### src/rtl/matmul_pkg.sv
// Shared types, widths and bus packing offsets for the 2x2 matrix-multiply sequencer.
package matmul_pkg;

    localparam int ELEM_W = 4;
    localparam int PROD_W = 8;
    localparam int ACC_W  = 9;
    localparam int DIM    = 2;

    // Bit offsets of each element in a_flat / b_flat (row-major, 4 bits each).
    localparam int AB_OFF_00 = 0;
    localparam int AB_OFF_01 = ELEM_W;
    localparam int AB_OFF_10 = 2 * ELEM_W;
    localparam int AB_OFF_11 = 3 * ELEM_W;

    // Bit offsets of each element in c_flat (row-major, 9 bits each).
    localparam int C_OFF_00 = 0;
    localparam int C_OFF_01 = ACC_W;
    localparam int C_OFF_10 = 2 * ACC_W;
    localparam int C_OFF_11 = 3 * ACC_W;

    localparam int AB_FLAT_W = DIM * DIM * ELEM_W;
    localparam int C_FLAT_W  = DIM * DIM * ACC_W;

    typedef enum logic [1:0] {
        ST_IDLE = 2'd0,
        ST_MUL0 = 2'd1,
        ST_MUL1 = 2'd2,
        ST_DONE = 2'd3
    } state_e;

endpackage

### src/rtl/matmul_sequencer_if.sv
// Request/result bus of the matrix-multiply sequencer.
interface matmul_sequencer_if;
    import matmul_pkg::*;

    logic                 start;
    logic                 abort;
    logic [AB_FLAT_W-1:0] a_flat;
    logic [AB_FLAT_W-1:0] b_flat;
    logic                 busy;
    logic                 done;
    logic [C_FLAT_W-1:0]  c_flat;

    modport master (
        output start, abort, a_flat, b_flat,
        input  busy, done, c_flat
    );

    modport slave (
        input  start, abort, a_flat, b_flat,
        output busy, done, c_flat
    );

endinterface

### src/rtl/full_adder_8bit.sv
// 8-bit adder with carry in/out.
module full_adder_8bit (
    input  logic [7:0] a,
    input  logic [7:0] b,
    input  logic       cin,
    output logic [7:0] s,
    output logic       cout
);
    assign {cout, s} = {1'b0, a} + {1'b0, b} + {8'b0, cin};
endmodule

### src/rtl/matmul_mac.sv
// Shared multiply-accumulate datapath: sum = x*y + addend, carry-out lands in bit 8.
module matmul_mac
    import matmul_pkg::*;
(
    input  logic [ELEM_W-1:0] x,
    input  logic [ELEM_W-1:0] y,
    input  logic [PROD_W-1:0] addend,
    output logic [ACC_W-1:0]  sum
);
    logic [PROD_W-1:0] prod;
    logic [PROD_W-1:0] add_s;
    logic              add_c;

    multiplier_4bit u_mul (
        .x (x),
        .y (y),
        .p (prod)
    );

    full_adder_8bit u_add (
        .a    (prod),
        .b    (addend),
        .cin  (1'b0),
        .s    (add_s),
        .cout (add_c)
    );

    assign sum = {add_c, add_s};
endmodule

### src/rtl/multiplier_4bit.sv
// 4x4 unsigned multiplier, full 8-bit product.
module multiplier_4bit (
    input  logic [3:0] x,
    input  logic [3:0] y,
    output logic [7:0] p
);
    assign p = {4'b0, x} * {4'b0, y};
endmodule

### src/rtl/matmul_sequencer.sv
// 2x2 matrix product sequenced over one shared MAC, two edges per output element.
module matmul_sequencer
    import matmul_pkg::*;
#(
    parameter bit CLR_ON_START = 1'b1
) (
    input  logic               clk,
    input  logic               rst_n,
    matmul_sequencer_if.slave  bus
);
    state_e                          state;
    logic [DIM*DIM-1:0][ELEM_W-1:0]  a_reg;
    logic [DIM*DIM-1:0][ELEM_W-1:0]  b_reg;
    logic [DIM*DIM-1:0][ACC_W-1:0]   c_reg;
    logic [ACC_W-1:0]                acc;
    logic [1:0]                      idx;   // {i, j}, advances 00,01,10,11

    logic                            k;     // inner-product term: 0 in MUL0, 1 in MUL1
    logic [1:0]                      a_sel;
    logic [1:0]                      b_sel;
    logic [ELEM_W-1:0]               mac_x;
    logic [ELEM_W-1:0]               mac_y;
    logic [PROD_W-1:0]               mac_addend;
    logic [ACC_W-1:0]                mac_sum;

    // Select A[i][k], B[k][j]; first term adds zero, second adds the held partial.
    always_comb begin
        k          = (state == ST_MUL1);
        a_sel      = {idx[1], k};
        b_sel      = {k, idx[0]};
        mac_x      = a_reg[a_sel];
        mac_y      = b_reg[b_sel];
        mac_addend = k ? acc[PROD_W-1:0] : '0;
    end

    matmul_mac u_mac (
        .x      (mac_x),
        .y      (mac_y),
        .addend (mac_addend),
        .sum    (mac_sum)
    );

    // Sequencer: latch operands on start, alternate MUL0/MUL1 per element, pulse DONE.
    always_ff @(posedge clk or negedge rst_n) begin
        if (!rst_n) begin
            state <= ST_IDLE;
            a_reg <= '0;
            b_reg <= '0;
            c_reg <= '0;
            acc   <= '0;
            idx   <= '0;
        end else begin
            case (state)
                ST_IDLE: begin
                    if (bus.start && !bus.abort) begin
                        a_reg <= bus.a_flat;
                        b_reg <= bus.b_flat;
                        idx   <= '0;
                        state <= ST_MUL0;
                        if (CLR_ON_START) c_reg <= '0;
                    end
                end
                ST_MUL0: begin
                    if (bus.abort) begin
                        state <= ST_IDLE;
                    end else begin
                        acc   <= mac_sum;
                        state <= ST_MUL1;
                    end
                end
                ST_MUL1: begin
                    if (bus.abort) begin
                        state <= ST_IDLE;
                    end else begin
                        c_reg[idx] <= mac_sum;
                        idx        <= idx + 2'd1;
                        state      <= (idx == 2'b11) ? ST_DONE : ST_MUL0;
                    end
                end
                ST_DONE: state <= ST_IDLE;
                default: state <= ST_IDLE;
            endcase
        end
    end

    assign bus.busy   = (state == ST_MUL0) || (state == ST_MUL1);
    assign bus.done   = (state == ST_DONE);
    assign bus.c_flat = c_reg;

endmodule

### src/flat_wrapper.sv
// flat-port wrapper written by rule: the top's interface ports become plain ports
module matmul_sequencer_flat import matmul_pkg::*;
#(
    parameter bit CLR_ON_START = 1'b1
)
  (clk, rst_n, bus_start, bus_abort, bus_a_flat, bus_b_flat, bus_busy, bus_done, bus_c_flat);
  matmul_sequencer_if bus_i ();
  input  logic clk;
  input  logic rst_n;
  input wire logic [$bits(bus_i.start)-1:0] bus_start;
  input wire logic [$bits(bus_i.abort)-1:0] bus_abort;
  input wire logic [$bits(bus_i.a_flat)-1:0] bus_a_flat;
  input wire logic [$bits(bus_i.b_flat)-1:0] bus_b_flat;
  output wire logic [$bits(bus_i.busy)-1:0] bus_busy;
  output wire logic [$bits(bus_i.done)-1:0] bus_done;
  output wire logic [$bits(bus_i.c_flat)-1:0] bus_c_flat;
  assign bus_i.start = bus_start;
  assign bus_i.abort = bus_abort;
  assign bus_i.a_flat = bus_a_flat;
  assign bus_i.b_flat = bus_b_flat;
  assign bus_busy = bus_i.busy;
  assign bus_done = bus_i.done;
  assign bus_c_flat = bus_i.c_flat;
  matmul_sequencer #(.CLR_ON_START(CLR_ON_START)) u_core (.clk(clk), .rst_n(rst_n), .bus(bus_i));
endmodule
### config.mk
export PLATFORM = sky130hd
export DESIGN_NAME = matmul_sequencer_flat
export DESIGN_NICKNAME = d
export VERILOG_FILES = /design/src/rtl/matmul_pkg.sv /design/src/rtl/matmul_sequencer_if.sv /design/src/rtl/full_adder_8bit.sv /design/src/rtl/matmul_mac.sv /design/src/rtl/multiplier_4bit.sv /design/src/rtl/matmul_sequencer.sv /design/src/flat_wrapper.sv
export SDC_FILE = /design/constraint.sdc
export NUM_CORES = 1
export LEC_CHECK = 0
export BUFFER_PORTS_ARGS = -buffer_cell sky130_fd_sc_hd__buf_4
export CELL_PAD_IN_SITES_DETAIL_PLACEMENT = 0
export CELL_PAD_IN_SITES_GLOBAL_PLACEMENT = 1
export CORE_AREA = 3 3 91 115
export CTS_CLUSTER_DIAMETER = 100
export DETAILED_ROUTE_END_ITERATION = 8
export DIE_AREA = 0 0 94 118
export MAX_ROUTING_LAYER = met4
export PLACE_DENSITY = 0.76
export SYNTH_ARGS = -nofsm -noshare
export SYNTH_HDL_FRONTEND = slang
export SYNTH_HIERARCHICAL = 1
export SYNTH_SLANG_ARGS = --single-unit
### constraint.sdc
create_clock -name clk -period 4.9 [get_ports clk]
set_input_delay 0.245 -clock clk [delete_from_list [all_inputs] [get_ports clk]]
set_output_delay 0.245 -clock clk [all_outputs]
set_load 0.05 [all_outputs]
==> qor.txt, run 1 <==
mux contribution to synthesized area: 14.9%
Max Clock Freq: 214 MHz
count of final setup violators: 0
final RePlAce weighted congestion: 0.817
FILL cells: 827
CTS sink count: 80
Hold Path Class: input port to async pin
unrepaired setup endpoints after global routing: false
GR Overflow Total: 0
Die W: 94 um
antenna cell count: 0
Die Y: 118 um
Yosys cell types: 48
IO buf count: 73
Syn Nets: 387
Netlist Area Pre-Place: 4220 sq um
Startpoint Class: flip-flop
largest net degree at the start of global routing: 81
largest family of logic cells by synthesized area: multiplexers
fin. max-slew vios: 0
Yosys reg bits: 80
register area share after synthesis: 47.4%
Synth Flop Type: dfrtp_1
Crit Path Max Fanout: 9
compound-gate portion of the synthesized area: 12.4%
total number of vias: 2848
DIE AREA: 11100 sq um
Routed WL: 8.80 mm
max reg flops: 36
Routed Antenna Nets: 0
synthesis-to-layout area growth: 23.2%
Hold Vio Cnt, Final: 0
later-pin clock latency in the skew report: 340 ps
CTS Buf Count: 9
# DRC: 0
Core ar.: 9510 sq um
Syn. warnings: 6
total of max-cap violations: 0
CTS tree: done
Post-synth EDFFs: 0
Worst EP required: 5120 ps
clock skew: 7.91 ps
Synth Instances: 318
Worst path max stage delay: 580 ps
CP max-delay cell: mux4_2
Via density: 5.41
Critical Path AT: 4880 ps
FF-to-FF path depth: 17
drt wl/cell: 16.7 um
initial DRC count: 57
Final period util: 95.2%
Crit Path Class: flip-flop to flip-flop
Total GRT Usage: 17.5%
Worst setup EP type: flip-flop
Worst slew margin: 34.1%
Worst-path clk slew: 60 ps
Clock Path Buffers: 2
pre-CTS WS: -6.99 ps
cell breakdown of the critical path: inv_1, ha_4, mux4_2, nand2_1, fa_1, inv_1, fa_1, ha_1, a21o_1, a21oi_1, xnor2_1, ha_1, nor3b_1, a31oi_1, o21ai_0, a311o_1, mux2_2
clock root cell: clkbuf_16
IO Pins: 74
RR Startpoint: u_core/state[0]
initial antenna violation count: 0
Multi-input gate area: 2090 sq um
min Tclk post-route: 4660 ps
drt pass-1 iters: 4
post-synthesis simple-gate area fraction: 9.46%
post-DP HPWL: 6.75 mm
FF/Latch Area: 2000 sq um
row cnt: 40
Final WS setup: 237 ps
Synth Area in XOR/XNOR: 1.45%
global-route wire length before repair: 14.9 mm
synthesized area per cell: 13.3 sq um
Synth async-reset ratio: 100%
Synth Area in Adders: 10.9%
status: finished, final reports clean
CP startpoint: u_core/state[0]
initial core utilization: 44.4%
Layout Nets: 464
vias in the first global route: 2992
share of cells above drive strength 1: 39.5%
H-tree depth: 3
Slew @ Worst Pin: 988 ps
## final cells by class
cell class,count,share of cell area [%]
sequential,80,38.5
timing repair buffer,80,11.5
multi-input combinational,212,40.1
clock buffer,11,4.67
tap,126,3.03
inverter,12,0.866
clock inverter,5,1.25
## Yosys cell counts, types with 4 or more instances
library cell  number  area [sq um]
buf_2              4          20.0
ha_1              27           338
nand2_1            7          26.3
a22o_1            36           315
mux2_2            40           450
mux4_2             8           180
nor3b_2            4          50.1
fa_1               6           120
a21oi_1            5          25.0
dfrtp_1           80          2000
clkbuf_1           4          15.0
inv_1             12          45.0
xnor2_1            4          35.0
nor2b_1            5          31.3
buf_6              5          56.3
and2_1            21           131
## stage by stage
stage	instances	cell area [sq um]	TNS, ps	util [%]	hold slack (ps)
2_1_floorplan	318	4220	0	-	-50.6
3_3_place_gp	509	4870	0	51.2	473
3_5_place_dp	509	4870	-9.15	51.2	481
4_1_cts	525	5180	0	54.5	121
5_1_grt	526	5200	0	54.7	129
6_report	526	5200	0	54.7	73.3
## per-layer routing
layer  up-vias  part of all wire [%]  track usage [%]
li1       1330                     -                -
met1      1438                    44             21.3
met2        68                    51             28.5
met3        12                   3.8             3.64
met4         0                   1.4             6.50
met5         -                     0                -
## path summary, 6_finish.rpt
check	end	slack [ps]
hold / removal	u_core/acc[6]	70
setup reg to reg	u_core/acc[5]	240
hold reg to reg	u_core/bus.c_flat[35]	500
setup / recovery	u_core/acc[5]	240
max in group asynchronous	u_core/a_reg[15]	4190
min in group clk	u_core/b_reg[6]	140
## critical path, delay by kind of cell, from the launching register on
family / cells / cell delay (ps)
buf+inv: 2 / 210
compound gates: 5 / 970
flops: 1 / 380
simple gates: 2 / 270
fa+ha+maj: 5 / 1700
xor+xnor: 1 / 160
mux: 2 / 870
## kinds of logic (layout without fill, tap and decap cells)
logic type	Yosys count	in the layout
adder cells (fa/ha/maj)	33	33
buffers and inverters	26	108
multiplexers	48	48
flip-flops	80	80
AO/OA/AOI/OAI	65	65
AND/OR/NAND/NOR	58	58
other	1	1
XOR/XNOR	7	7
## placed cells by master (no fill, tap or decap), types with 2 or more instances in the layout
cell / instances
nand2b_1: 3
a21oi_1: 5
xor2_1: 3
dfrtp_1: 80
or4_4: 3
clkinvlp_4: 2
a22o_1: 36
clkbuf_16: 9
a21o_1: 3
ha_1: 26
a31oi_1: 2
and2_1: 21
a21oi_2: 3
buf_4: 80
o21ai_0: 3
inv_1: 12
nor3b_2: 4
mux2_2: 40
o21ai_1: 2
fa_1: 6
nor3b_1: 3
a21o_2: 2
mux4_2: 8
nor2b_1: 5
xnor2_1: 4
nand2_1: 7
nor2_1: 2
## what timing repair did
item / 4_1_cts / 5_1_grt
hold buffers: 0 / 0
resized for setup: 1 / 1
pin swaps: 0 / 1
setup endpoints to repair: 2 / 10
buffers inserted: 0 / 1
Power of run 1 is left out: the tool's default activity adds up to more than one toggle a clock period on the data nets, which glitch-free logic cannot reach.
==> run 2, diff against run 1 <==
Settings changed: SETUP_SLACK_MARGIN from default to 0.3.
==> qor.txt, run 2 (synthesis gave the netlist of run 1 again) <==
Worst-path clk slew: 60 ps
Core ar.: 9510 sq um
Die W: 94 um
Layout Nets: 471
largest net degree at the start of global routing: 81
Clock Path Buffers: 2
Final period util: 91.2%
row cnt: 40
Worst slew margin: 34.1%
vias in the first global route: 3017
CTS Buf Count: 9
commonest non-fill, non-tap cell in the layout: buf_4
# DRC: 0
commonest cells after routing, fill and taps aside: buf_4, dfrtp_1, mux2_2
clock root cell: clkbuf_16
initial core utilization: 44.4%
post-DP HPWL: 6.75 mm
min Tclk post-route: 4470 ps
GR Overflow Total: 0
IO Pins: 74
Startpoint Class: flip-flop
Buf+Inv Stages, Crit Path: 2
worst reg2reg path endpoint: u_core/acc[5]
synthesis-to-layout area growth: 25.9%
DIE AREA: 11100 sq um
Worst setup EP type: flip-flop
clock skew: 8.00 ps
Worst EP required: 5120 ps
Worst path max stage delay: 570 ps
CTS tree: done
Die Y: 118 um
drt wl/cell: 16.9 um
CP max-delay cell: mux4_2
global-route wire length before repair: 15.0 mm
Placed Cells: 509
fin. max-slew vios: 0
antenna cell count: 0
cell breakdown of the critical path: inv_2, ha_4, mux4_2, nand2_1, fa_1, inv_1, fa_2, ha_4, a21o_1, a21oi_2, xnor2_1, ha_1, nor3b_1, a31oi_1, o21ai_1, a311o_1, mux2_2
cell area after layout: 5310 sq um
FF-to-FF path depth: 17
share of cells above drive strength 1: 43.0%
critical path's top delay family: adder cells
Critical Path AT: 4690 ps
fin cells: 533
Post-CTS Hold Buffers: 0
Slew @ Worst Pin: 988 ps
RR Startpoint: u_core/state[0]
Max Clock Freq: 224 MHz
Crit Path Class: flip-flop to flip-flop
max reg flops: 36
FF/Latch Area: 2000 sq um
Routed WL: 9.00 mm
Area after DPL: 4870 sq um
Hold Path Class: input port to async pin
final RePlAce weighted congestion: 0.817
drt pass-1 iters: 4
later-pin clock latency in the skew report: 340 ps
Hold Vio Cnt, Final: 0
crit-path most repeated cell: ha_4
total of max-cap violations: 0
total number of vias: 2869
CTS sink count: 80
Via density: 5.38
Total GRT Usage: 17.7%
status: finished, final reports clean
Multi-input gate area: 2140 sq um
IO buf count: 73
r2r setup slk: 430 ps
initial antenna violation count: 0
Routed Antenna Nets: 0
count of final setup violators: 0
unrepaired setup endpoints after global routing: false
Crit Path Max Fanout: 6
initial DRC count: 74
FILL cells: 817
H-tree depth: 3
## run 2: worst reg2reg max path, cell delays in order, from the launching register on
cell	delay (ps)
dfrtp_1	390
inv_2	90
ha_4	200
mux4_2	570
nand2_1	100
fa_1	400
inv_1	80
fa_2	480
ha_4	240
a21o_1	160
a21oi_2	150
xnor2_1	140
ha_1	300
nor3b_1	170
a31oi_1	150
o21ai_1	90
a311o_1	360
mux2_2	290
## run 2: area by class of cell
cell class	count	share of cell area [%]
tap	126	2.97
timing repair buffer	87	12.4
sequential	80	37.7
inverter	12	0.848
clock inverter	5	1.22
multi-input combinational	212	40.3
clock buffer	11	4.57
## run 2: worst max path at each step
stage / cells past startpoint / start / slack [ps] / end
4_1_cts: 15 / u_core/state[0] / 280 / u_core/acc[7]
6_report: 17 / u_core/state[0] / 430 / u_core/acc[5]
2_1_floorplan: 19 / u_core/state[0] / 380 / u_core/acc[5]
5_1_grt: 17 / u_core/state[0] / 290 / u_core/acc[5]
3_3_place_gp: 17 / u_core/state[0] / 110 / u_core/acc[5]
3_5_place_dp: 16 / u_core/state[0] / -7 / u_core/acc[7]
## run 2: per-layer routing
| metal | global-route usage [%] | part of all wire (%) |
|---|---|---|
| met1 | 21.4 | 43 |
| met2 | 28.9 | 52 |
| met3 | 3.64 | 3.6 |
| met4 | 6.50 | 1.4 |
| met5 | - | 0 |
## run 2: what timing repair did
| item | CTS | global route |
|---|---|---|
| buffers inserted | 4 | 4 |
| pin swaps | 3 | 7 |
| resized for setup | 6 | 10 |
| setup endpoints to repair | 19 | 19 |
## run 2: through the flow
stage                     setup slack (ps)  utilization (%)  setup TNS [ps]  hold slack [ps]
after global placement                 113             51.2               0              473
after floorplan                        378                -               0            -50.6
after CTS                              282             55.0               0              121
after detailed placement             -6.99             51.2           -9.15              481
final                                  432             55.9               0             73.1
after global routing                   294             55.9               0              129
Power of run 2 is left out for the same reason.
==> run 3, diff against run 2 <==
Settings changed: CORE_AREA 3 3 91 115 to 3 3 87 110, DIE_AREA 0 0 94 118 to 0 0 90 113, PLACE_DENSITY 0.76 to 0.82, SYNTH_HIERARCHICAL 1 to default.
Clock period 4.9 ns to 5.25 ns, I/O delays scaled along.
==> qor.txt, run 3 <==
commonest non-fill, non-tap cell in the layout: dfrtp_1
Crit Path Class: flip-flop to flip-flop
Worst EP required: 5480 ps
Slew @ Worst Pin: 976 ps
CTS Buf Count: 9
Yosys cell types: 40
status: finished, final reports clean
drt pass-1 iters: 4
top-count cell post-synth: dfrtp_1
Worst setup EP type: flip-flop
cell breakdown of the critical path: inv_1, ha_1, mux4_2, nand2_1, fa_1, fa_1, fa_1, inv_1, ha_1, o21ai_2, nor4b_2, a2111oi_4, o2bb2ai_1
Post-CTS Hold Buffers: 0
Total GRT Usage: 19.2%
share of cells above drive strength 1: 37.6%
FF/Latch Area: 2000 sq um
clock root cell: clkbuf_8
Max Clock Freq: 217 MHz
Routed WL: 8.86 mm
total number of vias: 2804
Syn Nets: 393
antenna cell count: 0
Clock Path Buffers: 2
# Post-CTS Setup Buffers: 0
critical path's top delay family: adder cells
synthesized area per cell: 13.0 sq um
GR Overflow Total: 0
Yosys reg bits: 80
initial core utilization: 48.5%
row cnt: 38
Via density: 5.32
Worst slew margin: 35.0%
Die W: 90 um
Buf+Inv Stages, Crit Path: 2
Final period util: 87.8%
IO Pins: 74
global-route wire length before repair: 15.2 mm
fin. max-slew vios: 0
Die Y: 113 um
area share of the largest cell type after synthesis: 47.7%
top cells by count, synth: dfrtp_1, mux2_2, ha_1
clock skew: 17.2 ps
min Tclk post-route: 4610 ps
initial DRC count: 112
# DRC: 0
CTS sink count: 80
Synth Instances: 323
unrepaired setup endpoints after global routing: false
Startpoint Class: flip-flop
count of final setup violators: 0
CP max-delay cell: mux4_2
DIE AREA: 10200 sq um
FILL cells: 752
Post-CTS Resized: 0
Critical Path AT: 4840 ps
largest net degree at the start of global routing: 81
crit-path most repeated cell: fa_1
Post-synth EDFFs: 0
Crit Path Max Fanout: 8
Netlist Area Pre-Place: 4200 sq um
Worst-path clk slew: 100 ps
Layout Nets: 472
CTS tree: done
Synth async-reset ratio: 100%
initial antenna violation count: 0
later-pin clock latency in the skew report: 350 ps
final RePlAce weighted congestion: 0.793
synthesis-to-layout area growth: 21.2%
Synth Flop Type: dfrtp_1
H-tree depth: 3
Hold Path Class: input port to async pin
Routed Antenna Nets: 0
Syn. warnings: 0
area leader, netlist: dfrtp_1
IO buf count: 73
Multi-input gate area: 2050 sq um
commonest cells after routing, fill and taps aside: dfrtp_1, buf_4, mux2_2
max reg flops: 36
register area share after synthesis: 47.7%
Worst path max stage delay: 620 ps
drt wl/cell: 16.8 um
total of max-cap violations: 0
Core ar.: 8650 sq um
vias in the first global route: 3025
Hold Vio Cnt, Final: 0
post-DP HPWL: 6.83 mm
ranking of synthesized cells by area: dfrtp_1, mux2_2, ha_1
Post-Route Setup TNS: 0 ps
[run 3: final cells by class]
class,count,share of cell area (%)
Sequential cell,80,39.3
Timing Repair Buffer,75,11.1
Inverter,24,1.77
Multi-Input combinational cell,212,40.3
Tap cell,120,2.95
Clock inverter,7,2.11
Clock buffer,9,2.43
[run 3: worst paths after layout]
| kind | startpoint | end | slack [ps] | cells past startpoint |
|---|---|---|---|---|
| max in group asynchronous | rst_n | u_core.a_reg[0] | 4540 | 1 |
| min reg2reg | u_core.bus.c_flat[12] | u_core.bus.c_flat[12] | 500 | 1 |
| max | u_core.state[0] | u_core.bus.c_flat[33] | 640 | 13 |
| min | rst_n | u_core.bus.c_flat[16] | 50 | 1 |
| min in group clk | bus_b_flat[12] | u_core.b_reg[12] | 140 | 2 |
| max reg2reg | u_core.state[0] | u_core.bus.c_flat[33] | 640 | 13 |
[run 3: kinds of logic after synthesis]
| family | Yosys count | share of synthesized area (%) |
|---|---|---|
| DFF | 80 | 47.7 |
| buffers and inverters | 31 | 3.43 |
| adders and majority gates | 34 | 11.7 |
| AOI/OAI and AO/OA | 68 | 14.1 |
| and+or+nand+nor | 64 | 8.58 |
| xor gates and xnor gates | 1 | 0.209 |
| muxes | 45 | 14.2 |
[run 3: metrics by stage]
stage / instances / setup WS (ps) / utilization, % / cell area, sq um / hold slack [ps]
finish: 527 / 639 / 58.8 / 5090 / 49.9
CTS: 527 / 587 / 58.8 / 5090 / 96.1
detailed placement: 511 / 630 / 56.1 / 4860 / 477
global placement: 511 / 767 / 56.1 / 4860 / 471
global route: 527 / 330 / 58.8 / 5090 / 129
floorplan: 323 / 994 / - / 4200 / -33.1
[run 3: routing by layer]
layer  global-route usage (%)  wire length, um  vias to the layer above
met5                        -                0                        -
met4                     5.62              155                        0
met3                     3.79              383                       11
met2                     32.5             4570                       74
met1                     23.6             3750                     1392
li1                         -                -                     1327
Power of run 3 is left out for the same reason.
